### src/rtl/hack_control.sv
// Multi-cycle Hack CPU controller: fetches and decodes instructions, steers the
// external hack_alu, and performs M reads/writes over a req/ack data port.
module hack_control #(
  parameter int              PC_W     = 15,
  parameter logic [PC_W-1:0] RESET_PC = '0
) (
  input  logic            clk,
  input  logic            rst,
  output logic            imem_req,
  output logic [PC_W-1:0] imem_addr,
  input  logic            imem_ack,
  input  logic [15:0]     imem_data,
  output logic            dmem_rd,
  output logic            dmem_wr,
  output logic [PC_W-1:0] dmem_addr,
  output logic [15:0]     dmem_wdata,
  input  logic [15:0]     dmem_rdata,
  input  logic            dmem_ack,
  output logic [15:0]     alu_x,
  output logic [15:0]     alu_y,
  output logic            zX,
  output logic            nX,
  output logic            zY,
  output logic            nY,
  output logic            f,
  output logic            no,
  input  logic [15:0]     alu_out,
  output logic [PC_W-1:0] pc,
  output logic            instr_done
);

  typedef enum logic [2:0] {
    FETCH  = 3'd0,
    DECODE = 3'd1,
    MEMRD  = 3'd2,
    EXEC   = 3'd3,
    MEMWR  = 3'd4
  } state_t;

  state_t          state_q, state_d;
  logic [15:0]     a_q, a_d;
  logic [15:0]     d_q, d_d;
  logic [15:0]     ir_q, ir_d;
  logic [15:0]     m_q, m_d;
  logic [15:0]     r_q, r_d;
  logic [PC_W-1:0] pc_q, pc_d;
  logic [PC_W-1:0] addr_q, addr_d;
  logic            imem_req_q, imem_req_d;
  logic            dmem_rd_q, dmem_rd_d;
  logic            dmem_wr_q, dmem_wr_d;
  logic [5:0]      ctrl_q, ctrl_d;
  logic            done;

  logic [PC_W-1:0] pc_inc;
  logic            zr, ng, taken;

  assign pc_inc = pc_q + PC_W'(1);
  assign zr     = (alu_out == 16'h0000);
  assign ng     = alu_out[15];
  assign taken  = (ir_q[2] & ng) | (ir_q[1] & zr) | (ir_q[0] & ~ng & ~zr);

  always_comb begin
    state_d    = state_q;
    a_d        = a_q;
    d_d        = d_q;
    ir_d       = ir_q;
    m_d        = m_q;
    r_d        = r_q;
    pc_d       = pc_q;
    addr_d     = addr_q;
    imem_req_d = imem_req_q;
    dmem_rd_d  = dmem_rd_q;
    dmem_wr_d  = dmem_wr_q;
    ctrl_d     = ctrl_q;
    done       = 1'b0;

    case (state_q)
      FETCH: begin
        // Out of reset the request flop is low, so raise it before honouring any ack.
        if (!imem_req_q) begin
          imem_req_d = 1'b1;
        end else if (imem_ack) begin
          ir_d       = imem_data;
          imem_req_d = 1'b0;
          state_d    = DECODE;
        end
      end

      DECODE: begin
        if (!ir_q[15]) begin
          a_d        = {1'b0, ir_q[14:0]};
          pc_d       = pc_inc;
          done       = 1'b1;
          imem_req_d = 1'b1;
          state_d    = FETCH;
        end else if (ir_q[12]) begin
          addr_d    = a_q[PC_W-1:0];
          dmem_rd_d = 1'b1;
          state_d   = MEMRD;
        end else begin
          ctrl_d  = ir_q[11:6];
          state_d = EXEC;
        end
      end

      MEMRD: begin
        if (dmem_rd_q && dmem_ack) begin
          m_d       = dmem_rdata;
          dmem_rd_d = 1'b0;
          ctrl_d    = ir_q[11:6];
          state_d   = EXEC;
        end
      end

      EXEC: begin
        // Jump target and write address both come from A as it was before this instruction.
        ctrl_d = 6'b000000;
        if (ir_q[5]) a_d = alu_out;
        if (ir_q[4]) d_d = alu_out;
        pc_d = taken ? a_q[PC_W-1:0] : pc_inc;
        if (ir_q[3]) begin
          r_d       = alu_out;
          addr_d    = a_q[PC_W-1:0];
          dmem_wr_d = 1'b1;
          state_d   = MEMWR;
        end else begin
          done       = 1'b1;
          imem_req_d = 1'b1;
          state_d    = FETCH;
        end
      end

      MEMWR: begin
        if (dmem_wr_q && dmem_ack) begin
          dmem_wr_d  = 1'b0;
          done       = 1'b1;
          imem_req_d = 1'b1;
          state_d    = FETCH;
        end
      end

      default: begin
        state_d = FETCH;
      end
    endcase
  end

  always_ff @(posedge clk or posedge rst) begin
    if (rst) begin
      state_q    <= FETCH;
      a_q        <= 16'h0000;
      d_q        <= 16'h0000;
      ir_q       <= 16'h0000;
      m_q        <= 16'h0000;
      r_q        <= 16'h0000;
      pc_q       <= RESET_PC;
      addr_q     <= '0;
      imem_req_q <= 1'b0;
      dmem_rd_q  <= 1'b0;
      dmem_wr_q  <= 1'b0;
      ctrl_q     <= 6'b000000;
    end else begin
      state_q    <= state_d;
      a_q        <= a_d;
      d_q        <= d_d;
      ir_q       <= ir_d;
      m_q        <= m_d;
      r_q        <= r_d;
      pc_q       <= pc_d;
      addr_q     <= addr_d;
      imem_req_q <= imem_req_d;
      dmem_rd_q  <= dmem_rd_d;
      dmem_wr_q  <= dmem_wr_d;
      ctrl_q     <= ctrl_d;
    end
  end

  assign imem_req   = imem_req_q;
  assign imem_addr  = pc_q;
  assign dmem_rd    = dmem_rd_q;
  assign dmem_wr    = dmem_wr_q;
  assign dmem_addr  = addr_q;
  assign dmem_wdata = r_q;
  assign alu_x      = d_q;
  assign alu_y      = ir_q[12] ? m_q : a_q;
  assign {zX, nX, zY, nY, f, no} = ctrl_q;
  assign pc         = pc_q;
  assign instr_done = done;

endmodule
### config.mk
export PLATFORM = sky130hd
export DESIGN_NAME = hack_control
export DESIGN_NICKNAME = d
export VERILOG_FILES = /design/src/rtl/hack_control.sv
export SDC_FILE = /design/constraint.sdc
export NUM_CORES = 1
export LEC_CHECK = 0
export BUFFER_PORTS_ARGS = -buffer_cell sky130_fd_sc_hd__buf_2
export CAP_MARGIN = 40
export CORE_ASPECT_RATIO = 0.8
export CORE_MARGIN = 2
export CORE_UTILIZATION = 52
export DETAILED_ROUTE_END_ITERATION = 10
export PLACE_DENSITY = 0.77
export SKIP_CTS_REPAIR_TIMING = 1
export SYNTH_ARGS = -nofsm -noshare
export SYNTH_HDL_FRONTEND = slang
export SYNTH_SLANG_ARGS = --single-unit
### constraint.sdc
create_clock -name clk -period 4.9 [get_ports clk]
set_clock_uncertainty 0.15 [all_clocks]
set_input_delay 0.735 -clock clk [delete_from_list [all_inputs] [get_ports clk]]
set_output_delay 0.735 -clock clk [all_outputs]
set_load 0.03 [all_outputs]
After elaboration in Yosys (flattened, before gate mapping)
Cells that the tools add are included.
{"block": "totals", "out_inout_bits": 103, "register_bits": 122}
{"block": "op_classes", "bitwise_logic": 8, "mux": 40, "n_eq_ne": 15, "n_addsub": 1, "n_reduce_logical": 21}
{"cell": "$mux 15", "n": 5}
{"cell": "$pmux 15 s2", "n": 2}
{"cell": "$mux 16", "n": 3}
{"cell": "$pmux 16 s2", "n": 1}
{"cell": "$ne 2x2->1 const B", "n": 11}
{"cell": "$reduce_and 4->1", "n": 5}
{"cell": "$mux 6", "n": 3}
{"cell": "$pmux 6 s3", "n": 1}
{"cell": "$logic_not 16->1", "n": 1}
{"cell": "$add 15x1->15 const B", "n": 1}
{"cell": "$mux 3", "n": 5}
{"cell": "$pmux 3 s5", "n": 1}
{"cell": "$mux 1", "n": 14}
{"cell": "$reduce_and 3->1", "n": 3}
{"cell": "$reduce_and 2->1", "n": 4}
{"cell": "$eq 3x2->1 const B", "n": 2}
{"cell": "$reduce_bool 2->1", "n": 3}
{"cell": "$and 1x1->1", "n": 4}
{"cell": "$pmux 1 s2", "n": 2}
{"cell": "$pmux 1 s4", "n": 1}
{"cell": "$reduce_bool 4->1", "n": 1}
{"cell": "$eq 3x1->1 const B", "n": 1}
{"cell": "$eq 3x3->1 const B", "n": 1}
{"cell": "$logic_not 3->1", "n": 1}
{"cell": "other kinds (6)", "n": 9}

Longest topological paths before layout
Gate-level depths: netlist (run 1).
{"block": "depth", "word_depth": 6, "depth_mapped": 9, "ltp_nobuf": 7}

Least setup slack after synthesis (run 1)
OpenSTA, ideal clock, no wires.
{"block": "synth_timing", "path_kind": "reg-to-output", "start": "register state_q[2]", "end": "output instr_done", "n_path_buf": 2, "path_slack_ps": 2476, "t_arrival_ps": 1539, "required_time_ps": 4015, "stages_incl_launch_ff": 5, "path_cell_list": "dfrtp_1 > buf_6 > nand2b_1 > buf_2 > o31ai_1"}
{"block": "synth_via", "elab_chain_len": 2, "word_cells_on_any_way": 4, "classes_between": "3 x eq/ne; 1 x mux"}
{"element": "start, declared", "line_no": "40", "rtl": "state_t state_q, state_d;"}
{"element": "start signal, assigned", "line_no": "163", "rtl": "state_q <= state_d;"}
{"element": "$eq 3x3->1 (tied with other cells)", "line_no": "77", "rtl": "case (state_q)"}
{"element": "$pmux 1 s3 *", "line_no": "77"}
{"element": "end, declared", "line_no": "29", "rtl": "output logic instr_done"}
Every way passes the cells marked *; elsewhere a longest branch is shown, timed or not.

Final worst setup path (run 1)
{"block": "layout_timing", "start": "register ir_q[12]", "end": "output alu_y[3]"}
{"block": "layout_via", "elab_chain_len": 1}
{"element": "start, declared", "line_no": "43", "rtl": "logic [15:0] ir_q, ir_d;"}
{"element": "start signal, assigned", "line_no": "166", "rtl": "ir_q <= ir_d;"}
{"element": "$mux 16", "line_no": "185", "rtl": "assign alu_y = ir_q[12] ? m_q : a_q;"}
{"element": "end, declared", "line_no": "20", "rtl": "output logic [15:0] alu_y,"}
Every way passes these cells.

==> impl_metrics.yaml, run 1 <==
setup_path:
  cp_cell_sequence: "mux2_2 -> buf_2"
  critPathKind: "register to output port"
  slowest_stage: "dfrtp_1"
  reg2reg_to: "alu_x[1]"
  cp.depth: 2
  cpPeakStageDelay_ns: 0.92
  ff2ff_setup_slack_ns: 2.35
  cp.buffers_inverters: 1
  required_ns: 4.01
  ff2ff_path_depth: 4
  crit_family: "flip-flops"
  crit_fanout: 19
  arrival_ns: 1.95
  rr_startpoint: "state_q[2]"
  worstSetupEndpointType: "output port"
  setup.worst_path.end: "alu_y[3]"
  start_kind: "register"
  cp-startpoint: "ir_q[12]"
logic_synthesis:
  synth_edf_count: 0
  syn_area_um2: 5540
  synth.area.top_cells: "dfrtp_1 55%, mux2_2 20%, nand2_1 2.6%, buf_4 2.4%, o21ai_0 2.3%"
  yosys-top-cells-count: "122 x dfrtp_1, 99 x mux2_2, 39 x nand2_1"
  synthesis.nets: 503
  avgSynthCellArea_um2: 12.3
  yosysMostFrequentCell: "dfrtp_1"
  synth-seq-cells: 122
  ys_seq_area_frac: 0.551
  ys_types: 54
  async_reset_ff_frac: 1.00
  synth_top_cell_by_area: "dfrtp_1"
  synth-main-ff-cell: "dfrtp_1"
  yosysWarnings: 0
  yosysTopAreaCellShare: 0.551
  netlist_instances: 450
clocking:
  cts_buffers: 17
  clk-insertion-delay-late_ns: 0.41
  cts_buffer_depth: 2
  clock-sinks: 122
  cts-root-buf: "clkbuf_16"
  cts-htree-levels: 4
  cts_tree: "built"
  clk_pin_slew_ns: 0.05
detailed_routing:
  final_antenna_net_count: 0
  avgViaCountPerCell: 5.49
  wl_um: 13800
  dr.pass1.iters: 4
  first_iter_violations: 181
  drc: 0
  wl_per_cell_um: 18.6
  routed-via-count: 4093
global_routing:
  antenna_found_initial: 0
  grt_pass1_wl_um: 22200
  grt_max_degree: 51
  globalRouteTotalUtil: 0.258
  grt_pass1_vias: 4247
  gr-total-overflow: 0
sta:
  period_share: 0.579
  worst_slew_pin_slew_ns: 0.904
  setup_viol_count_final: 0
  fmax_ghz: 0.352
  period_minus_slack_ns: 2.84
  drv_slew: 0
  hold_viol_final: 0
  slew_headroom: 0.397
  rsz0062_at_grt: "no"
  fin_tns_setup_ns: 0
placed_design:
  io_buffer_count: 154
  dp_hpwl_um: 9760
  gp_congestion: 0.911
  dp.cells: 715
floorplanning:
  die_width_um: 119
  io-pin-count: 155
  start_util: 0.537
  dieArea_um2: 11500
  die_y_um: 96.3
  coreArea_um2: 10300
  row_count: 33
cells_and_area:
  antenna_cells: 0
  drive_above_1_share: 0.500
  area_growth_pct: 25.2
  finalNonFillerCells: 746
  fill_cells: 800
  finalNetCount: 647
power:
  vdd_drop_max_mv: 0.408
  leakage_nw: 3.26
  powerDensity_nw_per_um2: 844
flow_run:
  drv_cap: 0
run_status:
  status: "completed"
worst_hold_path:
  hold_path_class: "primary input to async pin"
-- layout by cell type (no fill, tap or decap), types with 4 or more instances in the layout --
cell,count
buf_4,4
buf_2,154
clkbuf_16,17
o21ai_0,24
a21oi_1,16
mux2_2,99
inv_1,7
nand2_1,39
nand3_1,9
nor2_1,13
mux2i_1,11
nor4_1,4
nor3_1,8
and2_1,6
a211oi_1,4
dfrtp_1,122
clkinv_2,4
-- how the worst min path moves through the flow --
stage | start | endpoint | slack (ns) | cells after the start
final | rst | alu_x[5] | 0.16 | 2
after global routing | rst | dmem_wdata[1] | 0.17 | 2
after CTS | rst | alu_x[0] | 0.15 | 2
after detailed placement | dmem_wdata[1] | dmem_wdata[1] | 0.34 | 1
after global placement | m_q[5] | m_q[5] | 0.33 | 1
after floorplan | a_q[15] | a_q[15] | 0.30 | 2
-- state kept, by name, summed over array words and instances, names as in the netlist --
| signal | count |
|---|---|
| m_q | 16 |
| alu_x | 16 |
| dmem_rd | 1 |
| state_q | 3 |
| imem_addr | 15 |
| dmem_wr | 1 |
| a_q | 16 |
| dmem_addr | 15 |
| dmem_wdata | 16 |
| imem_req | 1 |
| ir_q | 16 |
| ctrl_q | 6 |
-- metrics by stage --
| stage | util | power (mW) | instance area [um2] | worst slack (ns) | hold slack, ns |
|---|---|---|---|---|---|
| 3_5_place_dp | 0.614 | 4.59 | 6340 | 1.98 | 0.338 |
| 2_1_floorplan | - | 3.86 | 5540 | 0.772 | 0.296 |
| 6_report | 0.672 | 5.85 | 6930 | 2.06 | 0.159 |
| 4_1_cts | 0.672 | 5.88 | 6930 | 2.05 | 0.155 |
| 3_3_place_gp | 0.609 | 4.47 | 6290 | 2.09 | 0.332 |
| 5_1_grt | 0.672 | 6.17 | 6930 | 1.97 | 0.173 |
-- power by group --
group / internal (mW) / switching, mW / leakage, nW / total, mW
Sequential: 1.50 / 0.416 / 1.47 / 1.91
Combinational: 1.01 / 1.67 / 1.50 / 2.68
Clock: 0.833 / 0.426 / 0.293 / 1.26
-- metal layers --
metal,GRT usage,up-vias,part of all wire
met2,0.422,134,0.49
li1,-,1879,-
met5,0,-,0
met3,0.0711,15,0.064
met1,0.333,2065,0.44
met4,0.0990,0,0.011
-- logic make-up (layout without fill, tap and decap cells) --
family | after synthesis | after routing | share of synthesized area
buffers and inverters | 45 | 201 | 0.0479
adder cells (fa/ha/maj) | 1 | 1 | 0.00226
XOR/XNOR | 4 | 4 | 0.00633
multiplexers | 111 | 111 | 0.224
flip-flops | 122 | 122 | 0.551
AO/OA/AOI/OAI | 66 | 66 | 0.0721
AND/OR/NAND/NOR | 101 | 101 | 0.0965
-- layout make-up --
cell class	instances	area [um2]	area share
well taps	140	175	0.0253
clock buffers	23	478	0.0689
multi-input cells	283	2220	0.321
inverters	8	32.5	0.00469
repair buffers	162	853	0.123
flip-flops and latches	122	3050	0.440
clock inverters	8	118	0.0170
No activity file was read; power rests on OpenSTA's default activity.
==> run 2: changes to the inputs <==
Settings changed: CORE_UTILIZATION 52 to 47, PLACE_DENSITY 0.77 to 0.73.
Clock period 4.9 ns to 2.4 ns, I/O delays scaled along.
==> impl_metrics.yaml, run 2 (synthesis gave the netlist of run 1 again) <==
worst_hold_path:
  hold_path_class: "primary input to register"
  hold_depth: 3
  worstHoldStart: "imem_data[12]"
  hold_end: "ir_q[12]"
global_routing:
  grt_max_degree: 47
  grt_pass1_vias: 4134
  gr-total-overflow: 0
  grt_pass1_wl_um: 22300
  antenna_found_initial: 2
  globalRouteTotalUtil: 0.230
setup_path:
  critPathKind: "register to output port"
  arrival_ns: 1.80
  worstSetupEndpointType: "output port"
  reg2reg_to: "imem_addr[14]"
  required_ns: 1.89
  cpPeakStageDelay_ns: 0.46
  crit_path_frequent_cell: "buf_4"
  slowest_stage: "dfrtp_1"
  rr_startpoint: "imem_addr[0]"
  crit_fanout: 9
  ff2ff_path_depth: 7
  cp_cell_sequence: "nand2b_1 -> buf_4 -> o31ai_1 -> buf_4"
  ff2ff_setup_slack_ns: 0.28
  start_kind: "register"
detailed_routing:
  wl_um: 13900
  first_iter_violations: 209
  final_antenna_net_count: 0
  drc: 0
  avgViaCountPerCell: 5.36
  dr.pass1.iters: 4
  wl_per_cell_um: 18.1
  routed-via-count: 4124
clocking:
  clk_pin_slew_ns: 0.05
  cts-root-buf: "clkbuf_16"
  cts-htree-levels: 4
  cts_tree: "built"
  cts_buffers: 17
  clock-sinks: 122
  clk-insertion-delay-late_ns: 0.42
  cts_buffer_depth: 2
power:
  vdd_drop_max_mv: 1.01
  powerDensity_nw_per_um2: 1730
  finalPower_mw: 12.4
  leakage_nw: 3.36
floorplanning:
  coreArea_um2: 11500
  dieArea_um2: 12700
  io-pin-count: 155
  row_count: 35
  die_width_um: 125
  start_util: 0.481
  die_y_um: 101
sta:
  drv_slew: 0
  period_minus_slack_ns: 2.31
  fin_tns_setup_ns: 0
  slew_headroom: 0.648
  fmax_ghz: 0.432
  hold_viol_final: 0
  period_share: 0.964
  rsz0062_at_grt: "no"
  hold_slack_ns: 0.00583
  worst_slew_pin_slew_ns: 0.528
  setup_viol_count_final: 0
cells_and_area:
  finalNonFillerCells: 769
  drive_above_1_share: 0.515
  fill_cells: 904
  antenna_cells: 0
  final_cell_mix: "153 x buf_2, 122 x dfrtp_1, 99 x mux2_2"
  multi_input_area_um2: 2220
  register_area_um2: 3050
  finalNetCount: 661
  layout_commonest_cell: "buf_2"
  area_growth_pct: 29.0
  design_area_um2: 7150
placed_design:
  io_buffer_count: 154
  dp_hpwl_um: 10100
  gp_congestion: 0.887
  dp.cells: 736
  placed_area_um2: 6470
run_status:
  status: "completed"
flow_run:
  drv_cap: 0
==> run 2: cell types whose count changed in the layout (fill, tap and decap cells not counted), sizes merged <==
cell | previous run | this run
buf | 162 | 175
bufinv | 3 | 5
clkbuf | 23 | 19
clkinv | 4 | 2
clkinvlp | 1 | 4
dlygate4sd3 | 0 | 1
inv | 8 | 10
==> run 2: final cells by class <==
type                       count  area share
clock buffer                  19      0.0634
clock inverter                13      0.0298
inverter                       8     0.00473
multi-input combinational    283       0.311
sequential                   122       0.427
tap                          148      0.0259
timing repair buffer         176       0.138
==> run 2: report_power, final <==
part | switching [mW] | total, mW | internal [mW]
registers | 0.783 | 3.84 | 3.05
logic | 3.49 | 5.67 | 2.19
clock network | 0.944 | 2.85 | 1.91
total | 5.21 | 12.4 | 7.15
==> run 2: routing by layer <==
layer	vias to the layer above	wire (um)	GRT usage
met3	23	1120	0.0743
met2	148	6400	0.354
li1	1917	-	-
met5	-	14	0
met1	2032	6130	0.306
met4	4	221	0.0923
==> run 2: how the worst max path moves through the flow <==
stage | start | endpoint | slack [ns] | depth (start not counted)
floorplan | imem_addr[0] | imem_addr[14] | 0.29 | 7
global placement | alu_out[3] | imem_addr[10] | 0.1 | 8
detailed placement | alu_out[11] | imem_addr[6] | 0.07 | 7
CTS | state_q[2] | instr_done | 0.06 | 6
global route | state_q[2] | instr_done | 0.009 | 6
finish | state_q[2] | instr_done | 0.09 | 4
==> run 2: critical path, delay by kind of cell (launching register included) <==
kind	cells	cell delay, ns
DFF	1	0.46
buffers and inverters	2	0.41
AOI/OAI and AO/OA	1	0.31
and+or+nand+nor	1	0.20
==> run 2: metrics by stage <==
stage / utilization / worst slack [ns]
after floorplan: - / 0.285
after global placement: 0.560 / 0.0967
after detailed placement: 0.562 / 0.0711
after CTS: 0.620 / 0.0593
after global routing: 0.621 / 0.00855
final: 0.621 / 0.0873
==> run 3: changes to the inputs <==
Clock period 2.4 ns to 2 ns, I/O delays scaled along.
==> impl_metrics.yaml, run 3 (synthesis gave the netlist of run 1 again) <==
run_status:
  status: "finished, violations left"
  violations: "negative setup slack"
floorplanning:
  die_width_um: 125
  dieArea_um2: 12700
  die_y_um: 101
  io-pin-count: 155
  start_util: 0.481
  row_count: 35
  coreArea_um2: 11500
sta:
  fmax_ghz: 0.472
  hold_slack_ns: 0.0833
  slew_headroom: 0.563
  fin_tns_setup_ns: -0.227
  worst_slew_pin_slew_ns: 0.656
  period_share: 1.06
  drv_slew: 0
  setup_viol_count_final: 7
  period_minus_slack_ns: 2.12
  rsz0062_at_grt: "yes"
  final.setup.worst_slack_ns: -0.117
  hold_viol_final: 0
cells_and_area:
  finalNonFillerCells: 837
  antenna_cells: 0
  final_util: 0.697
  layout_commonest_cell: "buf_2"
  final_cell_mix: "137 x buf_2, 117 x dfrtp_1, 83 x mux2_2"
  design_area_um2: 8030
  drive_above_1_share: 0.541
  area_growth_pct: 44.9
  finalNetCount: 729
power:
  finalPower_mw: 15.8
  vdd_drop_max_mv: 1.09
  leakage_nw: 3.75
  powerDensity_nw_per_um2: 1970
global_routing:
  grt_pass1_wl_um: 22900
  antenna_found_initial: 0
  grt_max_degree: 123
  globalRouteTotalUtil: 0.237
  grt_pass1_vias: 4366
  gr-total-overflow: 0
placed_design:
  placement.setup.worst_slack_ns: -0.345
  dp.cells: 762
  placed_area_um2: 6720
  io_buffer_count: 154
  gp_congestion: 0.838
  dp_hpwl_um: 10500
clocking:
  clock-sinks: 122
  cts_buffer_depth: 2
  cts_tree: "built"
  cts_buffers: 17
  clk_pin_slew_ns: 0.06
  cts-root-buf: "clkbuf_16"
  clk-insertion-delay-late_ns: 0.42
  cts-htree-levels: 4
setup_path:
  required_ns: 1.55
  start_kind: "register"
  cp_cell_sequence: "nand2b_4 -> buf_6 -> o32ai_2 -> nand2_1 -> o31ai_2 -> buf_4"
  crit_fanout: 5
  cpPeakStageDelay_ns: 0.43
  worstSetupEndpointType: "output port"
  slowest_stage: "dfrtp_1"
  critPathKind: "register to output port"
  cp.buffers_inverters: 2
  arrival_ns: 1.67
  crit_family: "flip-flops"
detailed_routing:
  routed-via-count: 4451
  wl_um: 15800
  avgViaCountPerCell: 5.32
  first_iter_violations: 288
  drc: 0
  wl_per_cell_um: 18.9
  final_antenna_net_count: 0
  dr.pass1.iters: 4
flow_run:
  drv_cap: 0
worst_hold_path:
  hold_path_class: "primary input to register"
run 3: final timing paths:
| check | start | endpoint | slack (ns) | depth (start not counted) |
|---|---|---|---|---|
| min in group asynchronous | rst | dmem_rd | 0.47 | 4 |
| max in group asynchronous | rst | imem_addr[0] | 0.71 | 4 |
| min | imem_ack | state_q[0] | 0.08 | 3 |
| max | state_q[2] | instr_done | -0.12 | 6 |
| max reg2reg | state_q[0] | ctrl_q[2] | -0.03 | 6 |
| min reg2reg | dmem_addr[9] | dmem_addr[9] | 0.35 | 1 |
run 3: routing by layer:
| layer | vias up | GRT usage | part of all wire |
|---|---|---|---|
| li1 | 2053 | - | - |
| met1 | 2205 | 0.317 | 0.43 |
| met3 | 18 | 0.0685 | 0.067 |
| met2 | 175 | 0.371 | 0.49 |
| met5 | - | 0 | 0 |
| met4 | 0 | 0.0872 | 0.012 |
run 3: tightest hold or removal path: cells and delay by family:
| kind | cells | cell delay (ns) |
|---|---|---|
| compound gates | 1 | 0.09 |
| simple gates | 1 | 0.12 |
| buf+inv | 1 | 0.09 |
run 3: layout make-up:
class	count	area, um2
Clock inverter	14	171
Inverter	8	33.8
Sequential cell	122	3060
Fill cell	837	3490
Multi-Input combinational cell	284	2380
Clock buffer	18	429
Tap cell	148	185
Timing Repair Buffer	243	1770
run 3: power by group:
part	total (mW)	internal, mW	switching [mW]
sequential	4.67	3.68	0.996
clock	3.13	1.96	1.16
combinational	8.05	3.51	4.54
